===== src/rtl/ysyx_bus_arb_if.sv =====
// IFU/LSU upstream and single-port downstream signal bundle
// for the ysyx bus arbiter.
interface ysyx_bus_arb_if #(
  parameter int XLEN = 32
);
  logic              ifu_arvalid;
  logic [XLEN-1:0]   ifu_araddr;
  logic              ifu_lock;
  logic              out_ifu_ready;
  logic [XLEN-1:0]   out_ifu_rdata;
  logic              out_ifu_rvalid;

  logic              lsu_arvalid;
  logic [XLEN-1:0]   lsu_araddr;
  logic              lsu_awvalid;
  logic [XLEN-1:0]   lsu_awaddr;
  logic [XLEN-1:0]   lsu_wdata;
  logic [XLEN/8-1:0] lsu_wstrb;
  logic              out_lsu_ready;
  logic [XLEN-1:0]   out_lsu_rdata;
  logic              out_lsu_rvalid;
  logic              out_lsu_bvalid;

  logic              out_arvalid;
  logic [XLEN-1:0]   out_araddr;
  logic              out_awvalid;
  logic [XLEN-1:0]   out_awaddr;
  logic [XLEN-1:0]   out_wdata;
  logic [XLEN/8-1:0] out_wstrb;
  logic              arready;
  logic              rvalid;
  logic [XLEN-1:0]   rdata;
  logic              awready;
  logic              bvalid;

  modport master (
    input  ifu_arvalid, ifu_araddr, ifu_lock,
    output out_ifu_ready, out_ifu_rdata, out_ifu_rvalid,
    input  lsu_arvalid, lsu_araddr,
    input  lsu_awvalid, lsu_awaddr, lsu_wdata, lsu_wstrb,
    output out_lsu_ready, out_lsu_rdata,
    output out_lsu_rvalid, out_lsu_bvalid,
    output out_arvalid, out_araddr,
    output out_awvalid, out_awaddr, out_wdata, out_wstrb,
    input  arready, rvalid, rdata, awready, bvalid
  );

  modport slave (
    output ifu_arvalid, ifu_araddr, ifu_lock,
    input  out_ifu_ready, out_ifu_rdata, out_ifu_rvalid,
    output lsu_arvalid, lsu_araddr,
    output lsu_awvalid, lsu_awaddr, lsu_wdata, lsu_wstrb,
    input  out_lsu_ready, out_lsu_rdata,
    input  out_lsu_rvalid, out_lsu_bvalid,
    input  out_arvalid, out_araddr,
    input  out_awvalid, out_awaddr, out_wdata, out_wstrb,
    output arready, rvalid, rdata, awready, bvalid
  );
endinterface


===== src/rtl/ysyx_bus_arb.sv =====
// Round-robin IFU/LSU arbiter onto one downstream bus,
// one outstanding transaction, with IFU burst lock.
module ysyx_bus_arb #(
  parameter int XLEN = 32
) (
  input  logic          clock,
  input  logic          reset,
  ysyx_bus_arb_if.master bus
);

  typedef enum logic [2:0] {
    IDLE,
    IFU_AR,
    IFU_R,
    LSU_AR,
    LSU_R,
    LSU_AW,
    LSU_B
  } state_t;

  state_t            state_q, state_d;
  logic              last_lsu_q, last_lsu_d;
  logic [XLEN-1:0]   addr_q, addr_d;
  logic [XLEN-1:0]   wdata_q, wdata_d;
  logic [XLEN/8-1:0] wstrb_q, wstrb_d;

  logic lsu_req;
  logic gnt_ifu;
  logic gnt_lsu_w;
  logic gnt_lsu_r;

  assign lsu_req   = bus.lsu_arvalid | bus.lsu_awvalid;
  assign gnt_ifu   = bus.ifu_arvalid
                   & (~lsu_req | last_lsu_q);
  assign gnt_lsu_w = ~gnt_ifu & bus.lsu_awvalid;
  assign gnt_lsu_r = ~gnt_ifu & ~bus.lsu_awvalid
                   & bus.lsu_arvalid;

  assign bus.out_araddr = addr_q;
  assign bus.out_awaddr = addr_q;
  assign bus.out_wdata  = wdata_q;
  assign bus.out_wstrb  = wstrb_q;

  always_ff @(posedge clock) begin
    if (reset) begin
      state_q    <= IDLE;
      last_lsu_q <= 1'b1;
      addr_q     <= '0;
      wdata_q    <= '0;
      wstrb_q    <= '0;
    end else begin
      state_q    <= state_d;
      last_lsu_q <= last_lsu_d;
      addr_q     <= addr_d;
      wdata_q    <= wdata_d;
      wstrb_q    <= wstrb_d;
    end
  end

  always_comb begin
    state_d            = state_q;
    last_lsu_d         = last_lsu_q;
    addr_d             = addr_q;
    wdata_d            = wdata_q;
    wstrb_d            = wstrb_q;
    bus.out_ifu_ready  = 1'b0;
    bus.out_ifu_rdata  = '0;
    bus.out_ifu_rvalid = 1'b0;
    bus.out_lsu_ready  = 1'b0;
    bus.out_lsu_rdata  = '0;
    bus.out_lsu_rvalid = 1'b0;
    bus.out_lsu_bvalid = 1'b0;
    bus.out_arvalid    = 1'b0;
    bus.out_awvalid    = 1'b0;
    // Outputs stay quiet while reset is held.
    if (!reset) begin
      unique case (state_q)
        IDLE: begin
          unique case (1'b1)
            gnt_ifu: begin
              bus.out_ifu_ready = 1'b1;
              addr_d  = bus.ifu_araddr;
              state_d = IFU_AR;
            end
            gnt_lsu_w: begin
              bus.out_lsu_ready = 1'b1;
              addr_d  = bus.lsu_awaddr;
              wdata_d = bus.lsu_wdata;
              wstrb_d = bus.lsu_wstrb;
              state_d = LSU_AW;
            end
            gnt_lsu_r: begin
              bus.out_lsu_ready = 1'b1;
              addr_d  = bus.lsu_araddr;
              state_d = LSU_AR;
            end
            default: state_d = IDLE;
          endcase
        end
        IFU_AR: begin
          bus.out_arvalid = 1'b1;
          if (bus.arready) state_d = IFU_R;
        end
        IFU_R: begin
          bus.out_ifu_rdata  = bus.rdata;
          bus.out_ifu_rvalid = bus.rvalid;
          if (bus.rvalid) begin
            last_lsu_d = 1'b0;
            // Locked burst re-grants the IFU without arbitration.
            if (bus.ifu_lock && bus.ifu_arvalid) begin
              bus.out_ifu_ready = 1'b1;
              addr_d  = bus.ifu_araddr;
              state_d = IFU_AR;
            end else begin
              state_d = IDLE;
            end
          end
        end
        LSU_AR: begin
          bus.out_arvalid = 1'b1;
          if (bus.arready) state_d = LSU_R;
        end
        LSU_R: begin
          bus.out_lsu_rdata  = bus.rdata;
          bus.out_lsu_rvalid = bus.rvalid;
          if (bus.rvalid) begin
            last_lsu_d = 1'b1;
            state_d    = IDLE;
          end
        end
        LSU_AW: begin
          bus.out_awvalid = 1'b1;
          if (bus.awready) state_d = LSU_B;
        end
        LSU_B: begin
          bus.out_lsu_bvalid = bus.bvalid;
          if (bus.bvalid) begin
            last_lsu_d = 1'b1;
            state_d    = IDLE;
          end
        end
        default: state_d = IDLE;
      endcase
    end
  end

endmodule


===== src/flat_wrapper.sv =====
// flat-port wrapper written by rule: the top's interface ports become plain ports
module ysyx_bus_arb_flat 
#(
  parameter int XLEN = 32
)
  (clock, reset, bus_ifu_arvalid, bus_ifu_araddr, bus_ifu_lock, bus_out_ifu_ready, bus_out_ifu_rdata, bus_out_ifu_rvalid, bus_lsu_arvalid, bus_lsu_araddr, bus_lsu_awvalid, bus_lsu_awaddr, bus_lsu_wdata, bus_lsu_wstrb, bus_out_lsu_ready, bus_out_lsu_rdata, bus_out_lsu_rvalid, bus_out_lsu_bvalid, bus_out_arvalid, bus_out_araddr, bus_out_awvalid, bus_out_awaddr, bus_out_wdata, bus_out_wstrb, bus_arready, bus_rvalid, bus_rdata, bus_awready, bus_bvalid);
  ysyx_bus_arb_if #(.XLEN(XLEN)) bus_i ();
  input  logic clock;
  input  logic reset;
  input wire logic [$bits(bus_i.ifu_arvalid)-1:0] bus_ifu_arvalid;
  input wire logic [$bits(bus_i.ifu_araddr)-1:0] bus_ifu_araddr;
  input wire logic [$bits(bus_i.ifu_lock)-1:0] bus_ifu_lock;
  output wire logic [$bits(bus_i.out_ifu_ready)-1:0] bus_out_ifu_ready;
  output wire logic [$bits(bus_i.out_ifu_rdata)-1:0] bus_out_ifu_rdata;
  output wire logic [$bits(bus_i.out_ifu_rvalid)-1:0] bus_out_ifu_rvalid;
  input wire logic [$bits(bus_i.lsu_arvalid)-1:0] bus_lsu_arvalid;
  input wire logic [$bits(bus_i.lsu_araddr)-1:0] bus_lsu_araddr;
  input wire logic [$bits(bus_i.lsu_awvalid)-1:0] bus_lsu_awvalid;
  input wire logic [$bits(bus_i.lsu_awaddr)-1:0] bus_lsu_awaddr;
  input wire logic [$bits(bus_i.lsu_wdata)-1:0] bus_lsu_wdata;
  input wire logic [$bits(bus_i.lsu_wstrb)-1:0] bus_lsu_wstrb;
  output wire logic [$bits(bus_i.out_lsu_ready)-1:0] bus_out_lsu_ready;
  output wire logic [$bits(bus_i.out_lsu_rdata)-1:0] bus_out_lsu_rdata;
  output wire logic [$bits(bus_i.out_lsu_rvalid)-1:0] bus_out_lsu_rvalid;
  output wire logic [$bits(bus_i.out_lsu_bvalid)-1:0] bus_out_lsu_bvalid;
  output wire logic [$bits(bus_i.out_arvalid)-1:0] bus_out_arvalid;
  output wire logic [$bits(bus_i.out_araddr)-1:0] bus_out_araddr;
  output wire logic [$bits(bus_i.out_awvalid)-1:0] bus_out_awvalid;
  output wire logic [$bits(bus_i.out_awaddr)-1:0] bus_out_awaddr;
  output wire logic [$bits(bus_i.out_wdata)-1:0] bus_out_wdata;
  output wire logic [$bits(bus_i.out_wstrb)-1:0] bus_out_wstrb;
  input wire logic [$bits(bus_i.arready)-1:0] bus_arready;
  input wire logic [$bits(bus_i.rvalid)-1:0] bus_rvalid;
  input wire logic [$bits(bus_i.rdata)-1:0] bus_rdata;
  input wire logic [$bits(bus_i.awready)-1:0] bus_awready;
  input wire logic [$bits(bus_i.bvalid)-1:0] bus_bvalid;
  assign bus_i.ifu_arvalid = bus_ifu_arvalid;
  assign bus_i.ifu_araddr = bus_ifu_araddr;
  assign bus_i.ifu_lock = bus_ifu_lock;
  assign bus_out_ifu_ready = bus_i.out_ifu_ready;
  assign bus_out_ifu_rdata = bus_i.out_ifu_rdata;
  assign bus_out_ifu_rvalid = bus_i.out_ifu_rvalid;
  assign bus_i.lsu_arvalid = bus_lsu_arvalid;
  assign bus_i.lsu_araddr = bus_lsu_araddr;
  assign bus_i.lsu_awvalid = bus_lsu_awvalid;
  assign bus_i.lsu_awaddr = bus_lsu_awaddr;
  assign bus_i.lsu_wdata = bus_lsu_wdata;
  assign bus_i.lsu_wstrb = bus_lsu_wstrb;
  assign bus_out_lsu_ready = bus_i.out_lsu_ready;
  assign bus_out_lsu_rdata = bus_i.out_lsu_rdata;
  assign bus_out_lsu_rvalid = bus_i.out_lsu_rvalid;
  assign bus_out_lsu_bvalid = bus_i.out_lsu_bvalid;
  assign bus_out_arvalid = bus_i.out_arvalid;
  assign bus_out_araddr = bus_i.out_araddr;
  assign bus_out_awvalid = bus_i.out_awvalid;
  assign bus_out_awaddr = bus_i.out_awaddr;
  assign bus_out_wdata = bus_i.out_wdata;
  assign bus_out_wstrb = bus_i.out_wstrb;
  assign bus_i.arready = bus_arready;
  assign bus_i.rvalid = bus_rvalid;
  assign bus_i.rdata = bus_rdata;
  assign bus_i.awready = bus_awready;
  assign bus_i.bvalid = bus_bvalid;
  ysyx_bus_arb #(.XLEN(XLEN)) u_core (.clock(clock), .reset(reset), .bus(bus_i));
endmodule

===== config.mk =====
export PLATFORM = sky130hd
export DESIGN_NAME = ysyx_bus_arb_flat
export DESIGN_NICKNAME = d
export VERILOG_FILES = /design/src/rtl/ysyx_bus_arb_if.sv /design/src/rtl/ysyx_bus_arb.sv /design/src/flat_wrapper.sv
export SDC_FILE = /design/constraint.sdc
export NUM_CORES = 1
export LEC_CHECK = 0
export ABC_AREA = 1
export CORE_AREA = 2 2 134 136
export CTS_CLUSTER_DIAMETER = 30
export DETAILED_ROUTE_END_ITERATION = 12
export DIE_AREA = 0 0 136 138
export PLACE_DENSITY = 0.67
export SLEW_MARGIN = 10
export SYNTH_ARGS = -nofsm -noshare
export SYNTH_HDL_FRONTEND = slang
export SYNTH_SLANG_ARGS = --single-unit
export TNS_END_PERCENT = 30

===== constraint.sdc =====
create_clock -name clock -period 1.4 [get_ports clock]
set_clock_uncertainty 0.2 [all_clocks]
set_input_delay 0.21 -clock clock [delete_from_list [all_inputs] [get_ports clock]]
set_output_delay 0.21 -clock clock [all_outputs]
set_load 0.01 [all_outputs]

==> Word level (Yosys, flattened, before mapping) <==
Index checks and enable logic that the tools add are counted.
{ "word_totals": {"ff_bits": 72, "out_inout_bits": 171, "wordCells": 77} }
{ "classes": {"eq_ne": 14, "n_mux": 39, "n_bitwise": 9, "reduce_logical": 10} }
{ "ops": {"columns": ["cell", "count"], "rows": [
  ["32-bit 2-to-1 mux", 6],
  ["32-bit case mux with 3 select lines", 1],
  ["32-bit case mux with 2 select lines", 1],
  ["1-bit 2-to-1 mux", 21],
  ["3-bit case mux with 7 select lines", 1],
  ["3-bit 2-to-1 mux", 6],
  ["2-bit inequality test (second input constant)", 6],
  ["3-bit equality test (second input constant)", 3],
  ["3-bit case mux with 3 select lines", 1],
  ["4-bit AND reduction", 2],
  ["3-bit by 2-bit equality test with 1-bit output (second input constant)", 2],
  ["6-bit AND reduction", 1],
  ["1-bit bitwise AND", 4],
  ["4-bit by 1-bit inequality test with 1-bit output (second input constant)", 1],
  ["2-bit OR reduction", 2],
  ["3-bit by 1-bit equality test with 1-bit output (second input constant)", 1],
  ["3-bit zero test", 1],
  ["1-bit NOT", 3],
  ["1-bit case mux with 3 select lines", 1],
  ["3-bit nonzero test", 1],
  ["2-bit by 1-bit inequality test with 1-bit output (second input constant)", 1],
  ["1-bit OR", 2],
  ["1-bit case mux with 2 select lines", 1],
  ["2-bit AND reduction", 1],
  ["2 further kinds", 2]
]} }

==> Longest topological paths before layout <==
Gate-level depths: netlist of run 1.
{ "logic_depth": {"depth_word": 11, "mapped_depth": 10, "mapped_depth_nobuf": 8} }

==> Worst setup path after synthesis of run 1 <==
OpenSTA, ideal clock, no wires.
{ "synth_path": {"kind": "register to output", "start": "register u_core.state_q[2]", "end": "output bus_out_ifu_rdata[10]", "t_arrival_ns": 1.236, "required_time_ns": 0.990, "path_slack_ns": -0.246, "stages_incl_launch_ff": 7, "path_buffers": 3, "path_cell_list": "dfxtp_1 buf_6 nor2_8 nand2_1 buf_2 buf_2 nor3_1"} }
{ "synth_via": {"elab_chain_cells": 3} }
{ "synth_lines": {"columns": ["element", "line_no", "text"], "rows": [
  ["from (decl)", "ysyx_bus_arb.sv:21", "state_t state_q, state_d;"],
  ["from (signal assigned)", "ysyx_bus_arb.sv:52", "state_q <= state_d;"],
  ["3-bit by 2-bit equality test with 1-bit output", "ysyx_bus_arb.sv:77", "unique case (state_q)"],
  ["32-bit 2-to-1 mux", "ysyx_bus_arb.sv:77", null],
  ["32-bit 2-to-1 mux", "ysyx_bus_arb.sv:76", "if (!reset) begin"],
  ["to (decl)", "flat_wrapper.sv:14", "output wire logic [$bits(bus_i.out_ifu_rdata)-1:0] bus_out_ifu_rdata;"]
]} }
Every way passes these cells.

==> Worst setup path after layout of run 1 <==
{ "layout_path": {"start": "register u_core.state_q[0]", "end": "output bus_out_ifu_ready"} }
{ "layout_via": {"elab_chain_cells": 3} }
{ "layout_lines": {"columns": ["element", "line_no", "text"], "rows": [
  ["3-bit by 2-bit equality test with 1-bit output or 3-bit zero test (tied branches)", "ysyx_bus_arb.sv:77", null],
  ["1-bit case mux with 2 select lines *", "ysyx_bus_arb.sv:77", null],
  ["1-bit 2-to-1 mux *", "ysyx_bus_arb.sv:76", null],
  ["to (decl)", "flat_wrapper.sv:13", "output wire logic [$bits(bus_i.out_ifu_ready)-1:0] bus_out_ifu_ready;"]
]} }
Every way passes the cells marked *; elsewhere a longest branch is shown, timed or not.

==> metrics.txt, run 1 <==
status=finished, violations left; violated checks=negative setup slack; H-tree Lvls=3; Synth Instances=717; Root Buffer=clkbuf_16; Internal Pwr Total=9.06 mW; crit path DAT=1.57 ns; clock power share=0.154; max cap viols=0; ranking of synthesized cells by area=dfxtp_1 33%, nand2_1 14%, nor3_1 7.6%; Synth Cell Area=0.00442 mm²; vias in the first global route=5604; grt ovf=0; Vias=5950; RSZ-0062 raised after global routing=yes; Final Critical Period=1.98 ns; Peak VDD IR=0.879 mV; area leader, netlist=dfxtp_1; crit-path max FO=3; WS Path Type=reg -> out; area occupied by multi-input gates=0.00288 mm²; Final Hold Violating Endpoints=0; post-synth cell types=26; Slew HR=0.687; CTS Buf Count=9; initial antenna violation count=0; met3 usage=0.0480; Layout area overhead=111%; Hold-fix buffers, CTS=0; Worst Hold Class=in -> reg; Filler Cells Inserted=1727; Worst-path clk slew=0.06 ns; vias per cell=4.56; fraction of layout cells with a size suffix above 1=0.305; GP Congestion=0.824; sequential fraction of the synthesis area=0.326; CP required=0.99 ns; Ant. Diodes=0; Final nets=1244; Max clock buf depth=2; final worst slack=-0.576 ns; crit-path cells=buf_6 > nor2_8 > buf_6 > buf_4 > nand3_2 > o21a_1 > nor2_2 > buf_2; Synth Warn #=0; WL final=20400 µm; setup TNS=-57.02 ns; syn nets=891; Die Ht=138 µm; crit end category=output pin; worst-margin pin slew=0.469 ns; placed instance area=0.00871 mm²; Pre-antenna DRT Iters=4; Worst-Skew Late Latency=0.33 ns; register bit total from synthesis=72; final period utilization=1.41; Hold WS=0.275 ns; Pwr per Cell Area=1660 mW/mm²; DR WL/cell=15.6 µm; HPWL Detailed=14200 µm; Cell Rows=49; full die area=0.0188 mm²; top cell type's share of synthesized area=0.326; floorplan core area=0.0175 mm²; switching power=6.43 mW; Tot GR Track Use=0.199; Max Slew Vio Count=0; hold path startpoint=bus_lsu_wdata[9]; CP dominant cell by count=buf_6; IO Port Bufs=344; TritonCTS clock tree=done; Seq pwr share=0.231; dpl ws=-0.938 ns; area occupied by registers=0.00147 mm²; syn_area_per_cell=6.16 µm²; first-pass GRT wire length=29500 µm; FMAX=506 MHz; Initial Util=0.252; CP max stage delay=0.34 ns; Setup crit start kind=flop; M1 GR Usage=0.231; Leakage=4.53 nW; DRC marker count from the first detailed-route iteration=222; grt peak-use layer=met2; Final Setup Violations=143; Antenna Nets Post-Route=0; Reg2Reg Launch Point=u_core.state_q[0]; Switching Share=0.415; Logic pwr share=0.615; die width=136 µm; Ports=345; post-layout instance area=0.00930 mm²; crit path launch=u_core.state_q[0]; WP buf/inv=4; GRT met2 Usage=0.360; Crit-path slowest cell=dfxtp_2; Worst path top cell family by delay=buffers and inverters; largest net degree at the start of global routing=35; CTS Sinks=72; drt drc=0
-- metal layers --
| metal | vias to the layer above | part of all wire |
|---|---|---|
| met3 | 26 | 0.074 |
| met4 | 0 | 0.018 |
| met1 | 2733 | 0.39 |
| li1 | 2966 | - |
| met2 | 225 | 0.52 |
| met5 | - | 0 |
-- through the flow --
| stage | power [mW] | util | std cells |
|---|---|---|---|
| floorplan | 8.06 | - | 717 |
| global placement | 11.9 | 0.497 | 1261 |
| detailed placement | 11.9 | 0.497 | 1261 |
| CTS | 14.5 | 0.518 | 1292 |
| global route | 16.5 | 0.531 | 1304 |
| finish | 15.5 | 0.531 | 1304 |
-- synthesized netlist by cell type (all sizes together) --
cell,n
clkbuf,22
buf,63
o21ai,72
nand3b,2
o21a,1
nand4,2
a21oi,34
nor3,67
a31oi,1
nand2,174
dfxtp,72
a21boi,1
clkinv,1
nor2,87
nand3,44
inv,74
-- flip-flops by register name, indices dropped and copies added (netlist names) --
signal	count
u_core.bus.out_araddr	32
u_core.bus.out_wdata	32
u_core.bus.out_wstrb	4
u_core.last_lsu_q	1
u_core.state_q	3
-- worst paths after layout --
kind,slack (ns),depth (start not counted),endpoint
worst max register to register,-0.45,11,u_core.bus.out_araddr[9]
worst min register to register,0.28,2,u_core.bus.out_wstrb[3]
worst min-delay path,0.28,3,u_core.bus.out_wdata[9]
worst max-delay path,-0.58,8,bus_out_ifu_ready
-- cell families after synthesis --
kind of cell,after synthesis,share of synthesized area
simple gates,376,0.362
buf+inv,160,0.184
compound gates,109,0.127
flops,72,0.326
-- area by class of cell --
cell class,count,area share
timing repair buffer,426,0.438
clock inverter,7,0.00861
sequential,72,0.158
inverter,75,0.0316
clock buffer,9,0.0242
multi-input combinational,486,0.309
tap,229,0.0308
-- placed cells by master (no fill, tap or decap), types with 32 or more instances in the layout --
cell type          n
a21oi_1           34
buf_2             68
buf_4             37
clkdlybuf4s15_1   40
clkdlybuf4s50_1  171
dfxtp_1           57
inv_1             70
nand2_1          167
nand3_1           42
nor2_1            79
nor3_2            32
o21ai_1           33
-- power groups by stage --
stage	clock, mW	sequential, mW	combinational, mW
after global routing	2.54	3.67	10.3
after detailed placement	0	3.55	8.38
after global placement	0	3.54	8.33
after floorplan	0	3.73	4.33
after CTS	2.46	3.54	8.48
final	2.39	3.58	9.52
-- worst register-to-register path, delay by kind of cell (launching register included) --
family	cells	cell delay, ns
DFF	1	0.34
buffers and inverters	5	0.59
and+or+nand+nor	3	0.32
AOI/OAI and AO/OA	3	0.31
-- repair_timing --
item,CTS,global route
hold endpoints to repair,0,0
gates resized for setup,531,100
pin swaps,5,3
gates cloned,6,11
setup buffers,9,1
endpoints found under the setup margin,243,204
No activity file was read; power rests on OpenSTA's default activity.
==> run 2: changes to the inputs <==
GPL_TIMING_DRIVEN = 0   (was unset)
PLACE_DENSITY = unset   (was 0.67)
clock period = 2.4 ns   (was 1.4 ns; I/O delays follow)
==> run 2 against run 1 <==
Net effect: core utilization decreased by 4.9 points; routed wire length decreased by 2.4%; design area decreased by 9.3%; global-route usage increased by 1.0 points; setup slack improved by 0.60 ns; the flow now finishes without violations; clock power decreased by 33%; via count decreased by 3.7%; worst hold slack improved by 0.0048 ns; count of clock-buffer cells in the layout unchanged; highest routed layer is now met5.
==> metrics.txt, run 2 (same netlist as run 1, synthesis figures left out) <==
status=finished clean; Peak VDD IR=0.418 mV (-52%); dpl ws=-0.640 ns (+0.298 ns); FMAX=421 MHz; DR WL/cell=15.2 µm (-2.7%); H-tree Lvls=3 (unchanged); Pwr per Cell Area=1010 mW/mm² (-39%); GP Congestion=0.829 (+0.66%); crit end category=output pin; Root Buffer=clkbuf_16; Max clock buf depth=2 (unchanged); Final nets=1248 (+0.32%); most frequent cells in the layout=271 x clkdlybuf4s50_1, 168 x nand2_1, 84 x nor2_1; floorplan core area=0.0175 mm² (unchanged); post-layout instance area=0.00844 mm² (-9.3%); vias per cell=4.38 (-4.0%); Setup crit start kind=flop; Reg2Reg Launch Point=u_core.last_lsu_q; crit path DAT=1.81 ns (+0.24 ns); Tot GR Track Use=0.209 (+0.0103); Ports=345 (unchanged); metal1 wirelength=8040 µm (+0.35%); Worst Hold Class=reg -> reg; Pre-antenna DRT Iters=4 (unchanged); CTS Buf Count=9 (unchanged); WL final=19900 µm (-2.4%); Vias=5731 (-3.7%); CP required=1.84 ns (+0.85 ns); full die area=0.0188 mm² (unchanged); placed cells=1290 (+2.3%); Final Critical Period=2.37 ns; Worst-path clk slew=0.06 ns (about the same); RSZ-0062 raised after global routing=yes; commonest non-fill, non-tap cell in the layout=clkdlybuf4s50_1; met3 WL=1500 µm (-0.73%); non-filler instance count after layout=1309 (+0.38%); vias in the first global route=5696 (+1.6%); grt ovf=0 (unchanged); IO Port Bufs=344 (unchanged); met2 wire length=10000 µm (-4.8%); DRC marker count from the first detailed-route iteration=249 (+12%); Cell Rows=49 (unchanged); WS Path Type=reg -> out; Final Util=0.481 (-0.0495); final period utilization=0.989; Initial Util=0.252 (unchanged); Leakage=3.99 nW (-12%); Die Ht=138 µm (unchanged); CTS Sinks=72 (unchanged); placed instance area=0.00815 mm² (-6.5%); Final Hold Violating Endpoints=0 (unchanged); max cap viols=0 (unchanged); Antenna Nets Post-Route=0 (unchanged); fraction of layout cells with a size suffix above 1=0.145 (-0.161); worst r2r dst=u_core.bus.out_wdata[14]; Worst-Skew Late Latency=0.34 ns (about the same); initial antenna violation count=2 (+2); Slew HR=0.701 (+0.0135); first-pass GRT wire length=30500 µm (+3.6%); crit path launch=u_core.state_q[2]; Final Setup Violations=0 (-100%); die width=136 µm (unchanged); TritonCTS clock tree=done; Hold-fix buffers, CTS=0 (unchanged); Max Slew Vio Count=0 (unchanged); crit-path max FO=10 (+7); Filler Cells Inserted=1878 (+8.7%); drt drc=0 (unchanged); Worst Setup EP=bus_out_ifu_rdata[18]; top routing layer used=met5; worst-margin pin slew=0.447 ns (-0.0220 ns); HPWL Detailed=15700 µm (+11%); setup TNS=0 ns (+57.02 ns); FF-to-FF setup slack=0.58 ns (+1.03 ns); largest net degree at the start of global routing=15 (-57%); cell depth of the worst flop-to-flop path=6 (-5); final worst slack=0.0262 ns (+0.602 ns); Layout area overhead=90.9%
==> run 2: cell count changes in the layout (fill, tap and decap cells not counted), moves of 12 or more <==
| cell | previous run | this run |
|---|---|---|
| clkdlybuf4s50_1 | 171 | 271 |
| nor3_1 | 4 | 59 |
| buf_2 | 68 | 20 |
| o21ai_0 | 13 | 60 |
| clkdlybuf4s15_1 | 40 | 8 |
| nor3_4 | 31 | 2 |
| nor3_2 | 32 | 6 |
| o21ai_2 | 25 | 1 |
| o21ai_1 | 33 | 10 |
| dfxtp_1 | 57 | 72 |
| buf_12 | 14 | 0 |
| buf_6 | 20 | 7 |
| clkbuf_2 | 26 | 38 |
| dfxtp_2 | 12 | 0 |
==> run 2: how the worst min path moves through the flow <==
| stage | startpoint | to | slack [ns] | depth (start not counted) |
|---|---|---|---|---|
| after floorplan | u_core.last_lsu_q | u_core.last_lsu_q | 0.30 | 2 |
| after global placement | u_core.bus.out_wdata[27] | u_core.bus.out_wdata[27] | 0.26 | 2 |
| after detailed placement | u_core.bus.out_wdata[4] | u_core.bus.out_wdata[4] | 0.27 | 2 |
| after CTS | u_core.bus.out_wdata[7] | u_core.bus.out_wdata[7] | 0.29 | 2 |
| after global routing | u_core.bus.out_wdata[7] | u_core.bus.out_wdata[7] | 0.31 | 2 |
| final | u_core.bus.out_wdata[29] | u_core.bus.out_wdata[29] | 0.28 | 2 |
==> run 2: what timing repair did <==
item                       in CTS  in global routing
setup endpoints to repair      71                 47
resized for setup             132                 89
setup buffers                   2                  0
pin swaps                       1                  1
cloned                          0                  0
==> run 2: cell type report <==
cell class	instances	area [µm²]	share of cell area
sequential	72	1440	0.171
buffer	85	588	0.0697
clock inverter	7	125	0.0148
timing repair buffer	346	3240	0.385
antenna	1	2.50	0.000297
clock buffer	9	225	0.0267
multi-input combinational	485	2240	0.266
tap	229	287	0.0340
inverter	75	282	0.0334
==> run 2: power breakdown <==
part	internal (mW)	total, mW	switching, mW
registers	1.67	2.04	0.370
logic	2.57	4.87	2.30
clock network	1.03	1.59	0.558
total	5.28	8.50	3.22
==> run 2: metrics by stage <==
step	hold WS, ns	power (mW)
floorplan	0.295	4.47
global placement	0.260	6.95
detailed placement	0.271	6.97
CTS	0.286	8.62
global route	0.305	9.12
finish	0.280	8.50
==> run 2: per-layer routing <==
layer,track usage,up-vias
met2,0.376,224
met5,0,-
li1,-,2962
met4,0.0658,2
met3,0.0491,25
met1,0.242,2518
==> run 2: worst max-delay path, stage by stage (launching register included) <==
cell             delay (ns)
dfxtp_1                0.31
buf_6                  0.14
nor2_8                 0.14
nand2_2                0.09
buf_6                  0.16
buf_2                  0.19
nor3_1                 0.17
clkdlybuf4s15_1        0.28
==> run 3: changes to the inputs <==
CELL_PAD_IN_SITES_DETAIL_PLACEMENT = 2   (was unset)
CELL_PAD_IN_SITES_GLOBAL_PLACEMENT = 2   (was unset)
CORE_AREA = unset   (was 2 2 134 136)
CORE_ASPECT_RATIO = 0.8   (was unset)
CORE_MARGIN = 2   (was unset)
CORE_UTILIZATION = 16   (was unset)
DIE_AREA = unset   (was 0 0 136 138)
PLACE_DENSITY_LB_ADDON = 0.1   (was unset)
==> run 3 against run 2 <==
Net effect: first-iteration DRC count fell by 49%; setup slack improved by 0.049 ns; routed wire length rose by 25%; clock power fell by 9%; non-clock buffer count fell by 2; worst hold slack improved by 0.0025 ns; sequential cell count did not move; critical path depth fell by 1; highest routed layer is now met4; core utilization fell by 17 points.
==> metrics.txt, run 3 (same netlist as run 1, synthesis figures left out) <==
status=finished clean; WL final=24900 µm (+25%); Final Critical Period=2.32 ns (-0.0489 ns); HPWL Detailed=19700 µm (+25%); worst-margin pin slew=0.594 ns (+0.147 ns); CTS Sinks=72 (unchanged); Internal Pwr Total=5.12 mW (-3.0%); Vias=5945 (+3.7%); Reg2Reg Launch Point=u_core.state_q[0]; hold-critical path depth=2 (unchanged); drt drc=0 (unchanged); fraction of layout cells with a size suffix above 1=0.159 (+0.0142); final worst slack=0.0751 ns (+0.0489 ns); RSZ-0062 raised after global routing=yes; dpl ws=-0.475 ns (+0.164 ns); Hold WS=0.283 ns (+0.00252 ns); switching power=3.41 mW (+5.8%); clock power share=0.169 (-0.018); Seq pwr share=0.242 (+0.002); IO Port Bufs=344 (unchanged); vias in the first global route=6271 (+10%); Initial Util=0.162 (-0.0897); first-pass GRT wire length=37900 µm (+24%); max cap viols=0 (unchanged); WS Path Type=reg -> out; Peak VDD IR=0.353 mV (-16%); Pre-antenna DRT Iters=4 (unchanged); area occupied by multi-input gates=0.00223 mm² (-0.39%); Tot GR Track Use=0.171 (-0.0382); Worst-Skew Late Latency=0.35 ns (about the same); Ports=345 (unchanged); Pwr per Cell Area=1010 mW/mm² (-0.11%); largest net degree at the start of global routing=13 (-2); commonest non-fill, non-tap cell in the layout=clkdlybuf4s50_1; TritonCTS clock tree=done; crit path DAT=1.76 ns (-0.05 ns); CP required=1.84 ns (about the same); FMAX=430 MHz (+2.1%); crit end category=output pin; Worst Hold Class=reg -> reg; setup TNS=0 ns (unchanged); Filler Cells Inserted=3240 (+73%); Final Hold Violating Endpoints=0 (unchanged); GP Congestion=0.729 (-12%); crit-path max FO=10 (unchanged); Max clock buf depth=2 (unchanged); Worst-path clk slew=0.06 ns (about the same); Root Buffer=clkbuf_16; H-tree Lvls=3 (unchanged); full die area=0.0290 mm² (+54%); floorplan core area=0.0272 mm² (+55%); placed cells=1425 (+10%); Leakage=3.93 nW (-1.3%); Layout area overhead=91.8%; Antenna Nets Post-Route=0 (unchanged); Switching Share=0.400 (+0.0207); Slew HR=0.604 (-0.0967); most frequent cells in the layout=272 x clkdlybuf4s50_1, 168 x nand2_1, 83 x nor2_1; met3 usage=0.0518 (+0.00268); Cell Rows=54 (+10%); grt peak-use layer=met2; Final Util=0.311 (-0.170); final period utilization=0.969 (-0.0204); GRT met2 Usage=0.286 (-0.0898); Setup crit start kind=flop; endpoint with the worst hold slack=u_core.bus.out_wstrb[2]; Max Slew Vio Count=0 (unchanged); non-filler instance count after layout=1443 (+10%); M1 GR Usage=0.217 (-0.0253); DR WL/cell=17.2 µm (+13%); Final Setup Violations=0 (unchanged); DRC marker count from the first detailed-route iteration=127 (-49%); FF-to-FF setup slack=0.41 ns (-0.17 ns); die width=190 µm (+40%); grt ovf=0 (unchanged); Final nets=1246 (-0.16%); CTS Buf Count=9 (unchanged); Logic pwr share=0.589 (+0.016); hold path startpoint=u_core.bus.out_wstrb[2]; cell depth of the worst flop-to-flop path=9 (+3); worst r2r dst=u_core.bus.out_wdata[10]; area occupied by registers=0.00144 mm² (unchanged); Die Ht=153 µm (+11%); vias per cell=4.12 (-5.9%); initial antenna violation count=2 (unchanged)
[run 3: cell count changes in the layout (fill, tap and decap cells not counted), moves of 3 or more]
cell,delta
inv_6,-3
buf_2,+22
dlygate4sd2_1,-14
clkbuf_2,-5
clkbuf_4,-3
clkdlybuf4s15_1,-6
[run 3: worst max-delay path by stage]
| stage | start | endpoint | slack (ns) |
|---|---|---|---|
| floorplan | u_core.state_q[2] | bus_out_ifu_rdata[10] | 0.60 |
| global placement | reset | bus_out_arvalid | -0.49 |
| detailed placement | reset | bus_out_arvalid | -0.48 |
| CTS | u_core.state_q[0] | bus_out_ifu_rdata[9] | -0.004 |
| global route | u_core.state_q[1] | bus_out_lsu_rdata[9] | -0.07 |
| finish | u_core.state_q[1] | bus_out_lsu_rdata[23] | 0.08 |
[run 3: cell type report]
cell class                      instances  share of cell area
Timing Repair Buffer                  345               0.374
Multi-Input combinational cell        485               0.263
Antenna cell                            2            0.000591
Clock inverter                          4             0.00620
Clock buffer                           12              0.0303
Buffer                                 84              0.0688
Inverter                               75              0.0332
Sequential cell                        72               0.170
Tap cell                              364              0.0538
[run 3: layer usage]
layer | vias up | share of wire
li1 | 2950 | -
met1 | 2802 | 0.45
met2 | 179 | 0.47
met3 | 14 | 0.066
met4 | 0 | 0.012
met5 | - | 0
[run 3: repair_timing]
action,CTS,global route
endpoints found under the hold margin,0,0
hold buffers,0,0
pin swaps,1,1
gates resized for setup,196,91
setup endpoints to repair,71,57
setup buffers,1,0
[run 3: worst max-delay path: stages (launching register included)]
cell	delay, ns
dfxtp_1	0.31
clkbuf_4	0.20
nor2_2	0.13
nand2_2	0.12
clkbuf_4	0.21
nor3_1	0.16
clkdlybuf4s15_1	0.29
[run 3: stage by stage]
stage                     total power [mW]  instance area, µm²
after global routing                  9.26                8470
after CTS                             8.73                8620
after global placement                7.14                8320
after detailed placement              7.20                8320
after floorplan                       4.47                4420
final                                 8.53                8470
[run 3: power groups by stage]
stage	registers (mW)	logic, mW	clock network (mW)
6_report	2.06	5.02	1.44
5_1_grt	2.13	5.56	1.56
4_1_cts	2.08	5.14	1.52
3_5_place_dp	2.09	5.11	0
3_3_place_gp	2.08	5.06	0
2_1_floorplan	2.18	2.29	0
